==> src/rtl/planificador_pid_mac_pkg.sv <==
// Shared Q-format defaults and FSM state encodings for the PID step sequencer.
package planificador_pid_mac_pkg;

   localparam int N_DEF = 16;
   localparam int F_DEF = 8;

   localparam logic [2:0] S_REPOSO = 3'd0;
   localparam logic [2:0] S_CARGA  = 3'd1;
   localparam logic [2:0] S_MP     = 3'd2;
   localparam logic [2:0] S_MI     = 3'd3;
   localparam logic [2:0] S_MD     = 3'd4;
   localparam logic [2:0] S_ACUM   = 3'd5;
   localparam logic [2:0] S_LISTO  = 3'd6;

   typedef enum logic [2:0] {
      REPOSO = S_REPOSO,
      CARGA  = S_CARGA,
      MP     = S_MP,
      MI     = S_MI,
      MD     = S_MD,
      ACUM   = S_ACUM,
      LISTO  = S_LISTO
   } estado_t;

endpackage

==> src/rtl/planificador_pid_mac_multiplicador_reg.sv <==
// N x N signed multiplier with a registered full-precision 2N-bit product.
module multiplicador_reg #(
   parameter int N = 16
) (
   input  logic                  clk,
   input  logic                  reset,
   input  logic                  en,
   input  logic signed [N-1:0]   a,
   input  logic signed [N-1:0]   b,
   output logic signed [2*N-1:0] p
);

   always_ff @(posedge clk or negedge reset) begin
      if (!reset)  p <= '0;
      else if (en) p <= a * b;
   end

endmodule

==> src/rtl/planificador_pid_mac.sv <==
// One PID control step per sample, sharing a single registered multiplier
// across the kp, ki and kd products; integrator and previous error live here.
module planificador_pid_mac
   import planificador_pid_mac_pkg::*;
#(
   parameter int N = N_DEF,
   parameter int F = F_DEF
) (
   input  logic                clk,
   input  logic                reset,
   input  logic                datolisto,
   input  logic signed [N-1:0] yk,
   input  logic signed [N-1:0] referencia,
   input  logic signed [N-1:0] kp,
   input  logic signed [N-1:0] ki,
   input  logic signed [N-1:0] kd,
   input  logic                limpiar,
   output logic signed [N-1:0] resultado,
   output logic                listo,
   output logic                ocupado,
   output logic                sobrecarga
);

   localparam logic signed [N+2:0]   HI_N = {4'b0000, {(N-1){1'b1}}};
   localparam logic signed [N+2:0]   LO_N = {4'b1111, {(N-1){1'b0}}};
   localparam logic signed [2*N-1:0] HI_W = {{(N-1){1'b0}}, {(N+1){1'b1}}};
   localparam logic signed [2*N-1:0] LO_W = {{(N-1){1'b1}}, {(N+1){1'b0}}};

   estado_t estado, estado_sig;

   logic signed [N-1:0]   yk_r, ref_r, kp_r, ki_r, kd_r;
   logic signed [N-1:0]   e, i_new, d, i_acc, e_prev;
   logic signed [N+1:0]   acc;
   logic signed [2*N-1:0] prod, prod_sh;
   logic signed [N+1:0]   prod_sat;
   logic signed [N-1:0]   e_sat, i_sat, d_sat, res_sat;
   logic signed [N-1:0]   mul_a, mul_b;
   logic                  mul_en;

   function automatic logic signed [N+2:0] sx(input logic signed [N-1:0] v);
      return {{3{v[N-1]}}, v};
   endfunction

   // Clamp any intermediate (sums, differences, accumulator) to the N-bit range.
   function automatic logic signed [N-1:0] sat_n(input logic signed [N+2:0] x);
      if (x > HI_N)      return HI_N[N-1:0];
      else if (x < LO_N) return LO_N[N-1:0];
      else               return x[N-1:0];
   endfunction

   function automatic logic signed [N+1:0] sat_w(input logic signed [2*N-1:0] x);
      if (x > HI_W)      return HI_W[N+1:0];
      else if (x < LO_W) return LO_W[N+1:0];
      else               return x[N+1:0];
   endfunction

   assign e_sat    = sat_n(sx(ref_r) - sx(yk_r));
   assign i_sat    = sat_n(sx(i_acc) + sx(e_sat));
   assign d_sat    = sat_n(sx(e_sat) - sx(e_prev));
   assign res_sat  = sat_n({acc[N+1], acc});
   assign prod_sh  = prod >>> F;
   assign prod_sat = sat_w(prod_sh);

   multiplicador_reg #(.N(N)) u_mul (
      .clk   (clk),
      .reset (reset),
      .en    (mul_en),
      .a     (mul_a),
      .b     (mul_b),
      .p     (prod)
   );

   always_ff @(posedge clk or negedge reset) begin
      if (!reset) estado <= REPOSO;
      else        estado <= estado_sig;
   end

   always_comb begin
      estado_sig = REPOSO;
      case (estado)
         REPOSO:  estado_sig = datolisto ? CARGA : REPOSO;
         CARGA:   estado_sig = MP;
         MP:      estado_sig = MI;
         MI:      estado_sig = MD;
         MD:      estado_sig = ACUM;
         ACUM:    estado_sig = LISTO;
         default: estado_sig = REPOSO;
      endcase
   end

   // Operand mux: exactly one product issued in each of MP, MI, MD.
   always_comb begin
      ocupado = (estado != REPOSO);
      mul_en  = 1'b0;
      mul_a   = '0;
      mul_b   = '0;
      case (estado)
         MP: begin mul_en = 1'b1; mul_a = kp_r; mul_b = e;     end
         MI: begin mul_en = 1'b1; mul_a = ki_r; mul_b = i_new; end
         MD: begin mul_en = 1'b1; mul_a = kd_r; mul_b = d;     end
         default: ;
      endcase
   end

   always_ff @(posedge clk or negedge reset) begin
      if (!reset) begin
         yk_r       <= '0;
         ref_r      <= '0;
         kp_r       <= '0;
         ki_r       <= '0;
         kd_r       <= '0;
         e          <= '0;
         i_new      <= '0;
         d          <= '0;
         i_acc      <= '0;
         e_prev     <= '0;
         acc        <= '0;
         resultado  <= '0;
         listo      <= 1'b0;
         sobrecarga <= 1'b0;
      end else begin
         listo <= 1'b0;
         case (estado)
            REPOSO: begin
               if (datolisto) begin
                  yk_r  <= yk;
                  ref_r <= referencia;
                  kp_r  <= kp;
                  ki_r  <= ki;
                  kd_r  <= kd;
               end else if (limpiar) begin
                  i_acc      <= '0;
                  e_prev     <= '0;
                  sobrecarga <= 1'b0;
               end
            end
            CARGA: begin
               e     <= e_sat;
               i_new <= i_sat;
               d     <= d_sat;
            end
            MI:         acc <= prod_sat;
            MD, ACUM:   acc <= acc + prod_sat;
            LISTO: begin
               resultado <= res_sat;
               listo     <= 1'b1;
               i_acc     <= i_new;
               e_prev    <= e;
            end
            default: ;
         endcase
         // A sample arriving mid-step is dropped but remembered.
         if (datolisto && ocupado) sobrecarga <= 1'b1;
      end
   end

endmodule

==> config.mk <==
export PLATFORM = sky130hd
export DESIGN_NAME = planificador_pid_mac
export DESIGN_NICKNAME = d
export VERILOG_FILES = /design/src/rtl/planificador_pid_mac_pkg.sv /design/src/rtl/planificador_pid_mac_multiplicador_reg.sv /design/src/rtl/planificador_pid_mac.sv
export SDC_FILE = /design/constraint.sdc
export NUM_CORES = 1
export LEC_CHECK = 0
export CAP_MARGIN = 15
export CORE_ASPECT_RATIO = 0.7
export CORE_UTILIZATION = 60
export DETAILED_ROUTE_END_ITERATION = 8
export PLACE_DENSITY = 0.79
export SLEW_MARGIN = 0
export SYNTH_ARGS = -nofsm -noshare
export SYNTH_HDL_FRONTEND = slang
export SYNTH_HIERARCHICAL = 1
export SYNTH_SLANG_ARGS = --single-unit
==> constraint.sdc <==
create_clock -name clk -period 13.93 [get_ports clk]
set_input_delay 3.4825 -clock clk [delete_from_list [all_inputs] [get_ports clk]]
set_output_delay 3.4825 -clock clk [all_outputs]
set_load 0.005 [all_outputs]
==> metrics, run 1 <==
status finished clean; setup tns final 0 ns; core area 37350 um^2; DRT antenna net count 0; fin crit share 0.5605; CTS root buf clkbuf_16; CTS tree yes; DRC viols 0; Row Count 59; DR pass1 iterations 5; largest net degree at the start of global routing 87; Mapped Cells 2452; GP Congestion 0.9246; max-slew violation count 0; Tightest Pin Transition 1.127 ns; FF-to-FF Start estado[0]; CTS sink cnt 223; data required time of the worst path 14.37 ns; reg-to-reg endpoint u_mul/p[28]; All-Layer GR Usage 0.3151; layout cell share with drive strength beyond 1 0.07972; CP Cell Sequence buf_4 > nor3b_2 > buf_4 > nand2_1 > o21ai_1 > nand2_1 > fa_1 > inv_1 > fa_1 > fa_1 > fa_1 > fa_1 > inv_1 > fa_1 > inv_1 > ha_1 > a21o_1 > a21o_1 > a21oi_1 > nor2b_1 > o21ai_0 > o311ai_1 > xor2_1 > mux2_2; Final HPWL DP 45510 um; endpoints failing setup 0; Mapped Area 22860 um^2; DRT iter0 DRCs 1408; CTS H-Tree Depth 1; Net Count, Synth 2949; Clock transition at path regs 0.08 ns; grt total ovfl 0; slowest stage cell, crit path fa_1; register-to-register setup slack 6.12 ns; drt wl/cell 19.70 um; Synth Area per Inst 9.321 um^2; Post-layout nets 3017; CP Launch Type flop; Die Footprint 38890 um^2; CP max stage delay 0.85 ns; I/O Buffers 102; clk buf depth 3; Die W 235.3 um; type of the worst min-delay path flop to flop; unrepaired setup endpoints after global routing false; Top cell by count, worst path fa_1; Max Cap Viol 0; Starting Density 0.6119; crit path max fanout 40; initial antenna violation count 0; first-pass GRT wire length 95660 um; Setup Fix Bufs, Post-CTS 0; skew final 0.03127 ns; hold buffers post-CTS 0; Worst path top cell family by delay adder cells; WP data arrival 8.25 ns; R2R depth 24; fill count 2875; Hold Path Origin resultado[6]; Buf+Inv Stages, Crit Path 5; Max Fclk 0.1281 GHz; hold depth 2; CTS-repair resized insts 0; vias per cell 5.863; vias 17725; vias in the first global route 17770; critical path class flop to flop; critical path capture point type flop; Final Critical Period 7.808 ns; final WL 59550 um; final hold vios 0; relative slew slack 0.2485; synth-to-layout area growth 10.45%; Top Ports 103; CTS Buf Count 23; Worst Hold End resultado[6]; Yosys Warn Count 6; Die H 165.3 um; clock latency at the later pin of the worst-skew pair 0.55 ns
cell type report:
class / count / area [um^2] / area share
timing repair buffer: 144 / 1385 / 0.05487
multi-input combinational: 1741 / 15450 / 0.6120
sequential: 223 / 5582 / 0.2211
tap: 488 / 610.6 / 0.02419
inverter: 387 / 1453 / 0.05755
clock inverter: 9 / 110.1 / 0.004362
antenna: 1 / 2.502 / 0.00009913
clock buffer: 30 / 651.9 / 0.02582
metrics by stage:
step	worst slack [ns]	hold slack, ns	util	instance area (um^2)	instances
6_report	6.122	0.4827	0.6758	25240	3023
5_1_grt	5.733	0.5076	0.6757	25240	3022
4_1_cts	6.125	0.4835	0.6737	25170	3018
3_5_place_dp	6.107	0.4697	0.6533	24400	2979
3_3_place_gp	6.367	0.4633	0.6533	24400	2979
2_1_floorplan	6.601	0.4497	-	22860	2452
how the worst max path moves through the flow:
stage                              to  cells after the start       from  slack [ns]
after floorplan           u_mul/p[28]                     24  estado[0]        6.60
after global placement    u_mul/p[28]                     24  estado[0]        6.37
after detailed placement  u_mul/p[28]                     24  estado[0]        6.11
after CTS                 u_mul/p[28]                     24  estado[0]        6.13
after global routing      u_mul/p[28]                     24  estado[0]        5.73
final                     u_mul/p[28]                     24  estado[0]        6.12
worst register-to-register path, delay by kind of cell (launching register included):
family / cells / cell delay [ns]
XOR/XNOR: 1 / 0.16
adder cells (fa/ha/maj): 7 / 3.88
flip-flops: 1 / 0.39
AND/OR/NAND/NOR: 4 / 0.75
AO/OA/AOI/OAI: 6 / 1.43
multiplexers: 1 / 0.27
buffers and inverters: 5 / 0.83
cells in the final DEF, fill, tap and decap left out, drive strengths merged, types with 8 or more instances in the layout:
cell type / n
xnor2: 47
clkbuf: 30
a22o: 32
o21ai: 163
o21bai: 9
a21o: 28
maj3: 8
and2: 131
o21a: 39
xor2: 30
nor2b: 14
ha: 147
a221o: 15
nor3: 14
nor2: 134
o31ai: 8
a21oi: 88
fa: 266
a31oi: 9
buf: 43
nand2: 293
mux2: 83
clkdlybuf4s50: 101
a211oi: 20
nand3: 10
inv: 388
nand2b: 16
dfrtp: 223
mux2i: 35
sequential cells by signal, indices dropped and copies added (netlist names), 3 cells and up:
signal and flops:
u_mul/p 24, acc 18, d 16, e 16, e_prev 16, i_acc 16, i_new 16, kd_r 16
ki_r 16, kp_r 16, ref_r 16, resultado 16, yk_r 16, estado 3
layer usage:
| layer | global-route usage | vias up | part of all wire |
|---|---|---|---|
| li1 | - | 8088 | - |
| met1 | 0.4611 | 8721 | 0.46 |
| met2 | 0.4644 | 815 | 0.42 |
| met3 | 0.08644 | 101 | 0.10 |
| met4 | 0.07754 | 0 | 0.023 |
| met5 | 0 | - | 0 |
Power of run 1 is left out: the tool's default activity adds up to more than one toggle a clock period on the data nets, which glitch-free logic cannot reach.
==> run 2: changes to the inputs <==
--- a/config.mk
+++ b/config.mk
@@ -7,7 +7,7 @@
 export LEC_CHECK = 0
 export CAP_MARGIN = 15
 export CORE_ASPECT_RATIO = 0.7
-export CORE_UTILIZATION = 60
+export CORE_UTILIZATION = 57
 export DETAILED_ROUTE_END_ITERATION = 8
 export PLACE_DENSITY = 0.79
 export SLEW_MARGIN = 0
==> constraint.sdc (replaced) <==
create_clock -name clk -period 7 [get_ports clk]
set_input_delay 1.75 -clock clk [delete_from_list [all_inputs] [get_ports clk]]
set_output_delay 1.75 -clock clk [all_outputs]
set_load 0.005 [all_outputs]
==> run 2 against run 1 <==
  * Register-to-register slack lost 5.9 ns
  * Critical path depth grew 1
  * Via count grew 1.9%
  * Global-route usage shrank 1.1 points
  * Clock skew shrank 0.0033 ns
  * Die area grew 5.2%
  * Fmax grew 15%
  * Wire length grew 2.7%
  * Design area grew 3.6%
  * Final cell count grew 3.7%
==> metrics, run 2 (same netlist as run 1, synthesis figures left out) <==
register area 5582 um^2 (unchanged); Final HPWL DP 47080 um (+3.5%); final WL 61180 um (+2.7%); largest net degree at the start of global routing 115 (+32%); vias per cell 5.758 (-1.8%); Tightest Pin Transition 1.119 ns (-0.007835 ns); CP Launch Type flop; clock latency at the later pin of the worst-skew pair 0.54 ns (about the same); max-slew violation count 0 (unchanged); critical path class flop to flop; Clock transition at path regs 0.06 ns (-0.02 ns); CTS tree yes; Multi-input gate area 15640 um^2 (+1.3%); CTS Buf Count 23 (unchanged); synth-to-layout area growth 14.38%; relative slew slack 0.2537 (+0.005224); type of the worst min-delay path flop to flop; Buf+Inv Stages, Crit Path 7 (+2); largest registers u_mul/p (24), acc (18); CTS sink cnt 223 (unchanged); slowest stage cell, crit path fa_1; drt wl/cell 19.51 um (-0.96%); Die H 169.5 um (+2.6%); DRT iter0 DRCs 1589 (+13%); data required time of the worst path 7.40 ns (-6.97 ns); Most flops, register u_mul/p; Top cell by count, worst path fa_1; vias 18058 (+1.9%); DRC viols 0 (unchanged); core area 38960 um^2 (+4.3%); Row Count 60 (+1.7%); Post-layout nets 3090 (+2.4%); Die Footprint 40910 um^2 (+5.2%); Starting Density 0.5866 (-0.02527); skew final 0.02793 ns (-0.003343 ns); Final Instance Area 26140 um^2 (+3.6%); CP max stage delay 0.55 ns (-0.30 ns); most common cell after layout, fill and taps aside inv_1; Post-DP Area 24770 um^2 (+1.5%); crit path max fanout 16 (-60%); DRT antenna net count 0 (unchanged); CTS root buf clkbuf_16; Final Critical Period 6.794 ns (-1.014 ns); initial antenna violation count 0 (unchanged); grt total ovfl 0 (unchanged); register-to-register setup slack 0.21 ns (-5.92 ns); commonest cells after routing, fill and taps aside 384 x inv_1, 293 x nand2_1, 259 x fa_1, 222 x dfrtp_1, 142 x ha_1; Top Ports 103 (unchanged); layout cell share with drive strength beyond 1 0.1181 (+0.03834); fin crit share 0.9705 (+0.4100); CTS H-Tree Depth 1 (unchanged); GP Congestion 0.9299 (+0.57%); Die W 241.3 um (+2.6%); All-Layer GR Usage 0.3041 (-0.01098); Worst path top cell family by delay adder cells; diodes inserted 0 (-1); clk buf depth 3 (unchanged); endpoints failing setup 0 (unchanged); critical path capture point type flop; status finished clean; Max Cap Viol 0 (unchanged); WP data arrival 7.20 ns (-1.05 ns); final hold vios 0 (unchanged); Max Fclk 0.1472 GHz (+15%); first-pass GRT wire length 97010 um (+1.4%); I/O Buffers 102 (unchanged); max reg flops 24 (unchanged); vias in the first global route 17945 (+0.98%); fill count 2981 (+3.7%); DR pass1 iterations 5 (unchanged)
-- run 2: cell types whose count changed in the layout (fill, tap and decap cells not counted), moves of 5 or more --
cell / before / now
ha_1: 147 / 142
buf_12: 0 / 7
o21ai_0: 139 / 133
fa_2: 0 / 7
buf_6: 1 / 7
fa_1: 266 / 259
buf_4: 39 / 95
-- run 2: path summary, 6_finish.rpt --
check                                     end  cells past startpoint     startpoint
worst max-delay path              u_mul/p[26]                     25      estado[0]
worst min-delay path            resultado[15]                      2  resultado[15]
worst max register to register    u_mul/p[26]                     25      estado[0]
worst min register to register  resultado[15]                      2  resultado[15]
max in group asynchronous            ref_r[8]                      2          reset
min in group asynchronous             acc[15]                      1          reset
-- run 2: repair_timing --
action                     in CTS  in global routing
resized for setup               4                 57
hold buffers                    0                  0
pin swaps                       0                 15
setup buffers                   0                 41
setup endpoints to repair       2                 14
gates cloned                    0                  5
-- run 2: worst reg2reg max path: stages (launching register included) --
cell and delay [ns]:
dfrtp_2 0.43, buf_12 0.17, buf_4 0.18, mux2i_1 0.28
o21ai_0 0.13, buf_4 0.22, and2_1 0.18, fa_1 0.48
inv_1 0.06, fa_1 0.50, fa_1 0.53, inv_1 0.07
fa_1 0.51, fa_1 0.55, inv_1 0.06, fa_1 0.52
inv_1 0.04, ha_2 0.33, a211oi_2 0.21, o21bai_1 0.11
a21o_1 0.19, a21o_1 0.20, a21oi_4 0.17, o21ai_2 0.14
xor2_1 0.16, mux2_2 0.28
-- run 2: layout make-up --
cell class              count  area share
multi-input cells        1741      0.5984
flip-flops and latches    223      0.2135
repair buffers            217     0.07892
inverters                 387     0.05557
clock buffers              32     0.02522
well taps                 527     0.02522
clock inverters             9    0.003207
-- run 2: per-layer routing --
| metal | wire [um] | GRT usage | vias to the layer above |
|---|---|---|---|
| met4 | 979 | 0.04430 | 0 |
| met5 | 0 | 0 | - |
| met2 | 25120 | 0.4320 | 818 |
| met3 | 6253 | 0.07433 | 74 |
| met1 | 28820 | 0.4757 | 8928 |
| li1 | - | - | 8238 |
-- run 2: through the flow --
stage	std cells	worst slack (ns)	utilization	hold slack [ns]	setup TNS [ns]
after global routing	3136	-0.08096	0.6710	0.5107	-0.4118
after CTS	3088	0.004550	0.6550	0.4848	0
after global placement	3047	0.09038	0.6357	0.4623	0
final	3136	0.2063	0.6710	0.4771	0
after detailed placement	3047	-0.01465	0.6357	0.4665	-0.01465
after floorplan	2452	0.04584	-	0.4497	0
Power of run 2 is left out for the same reason.
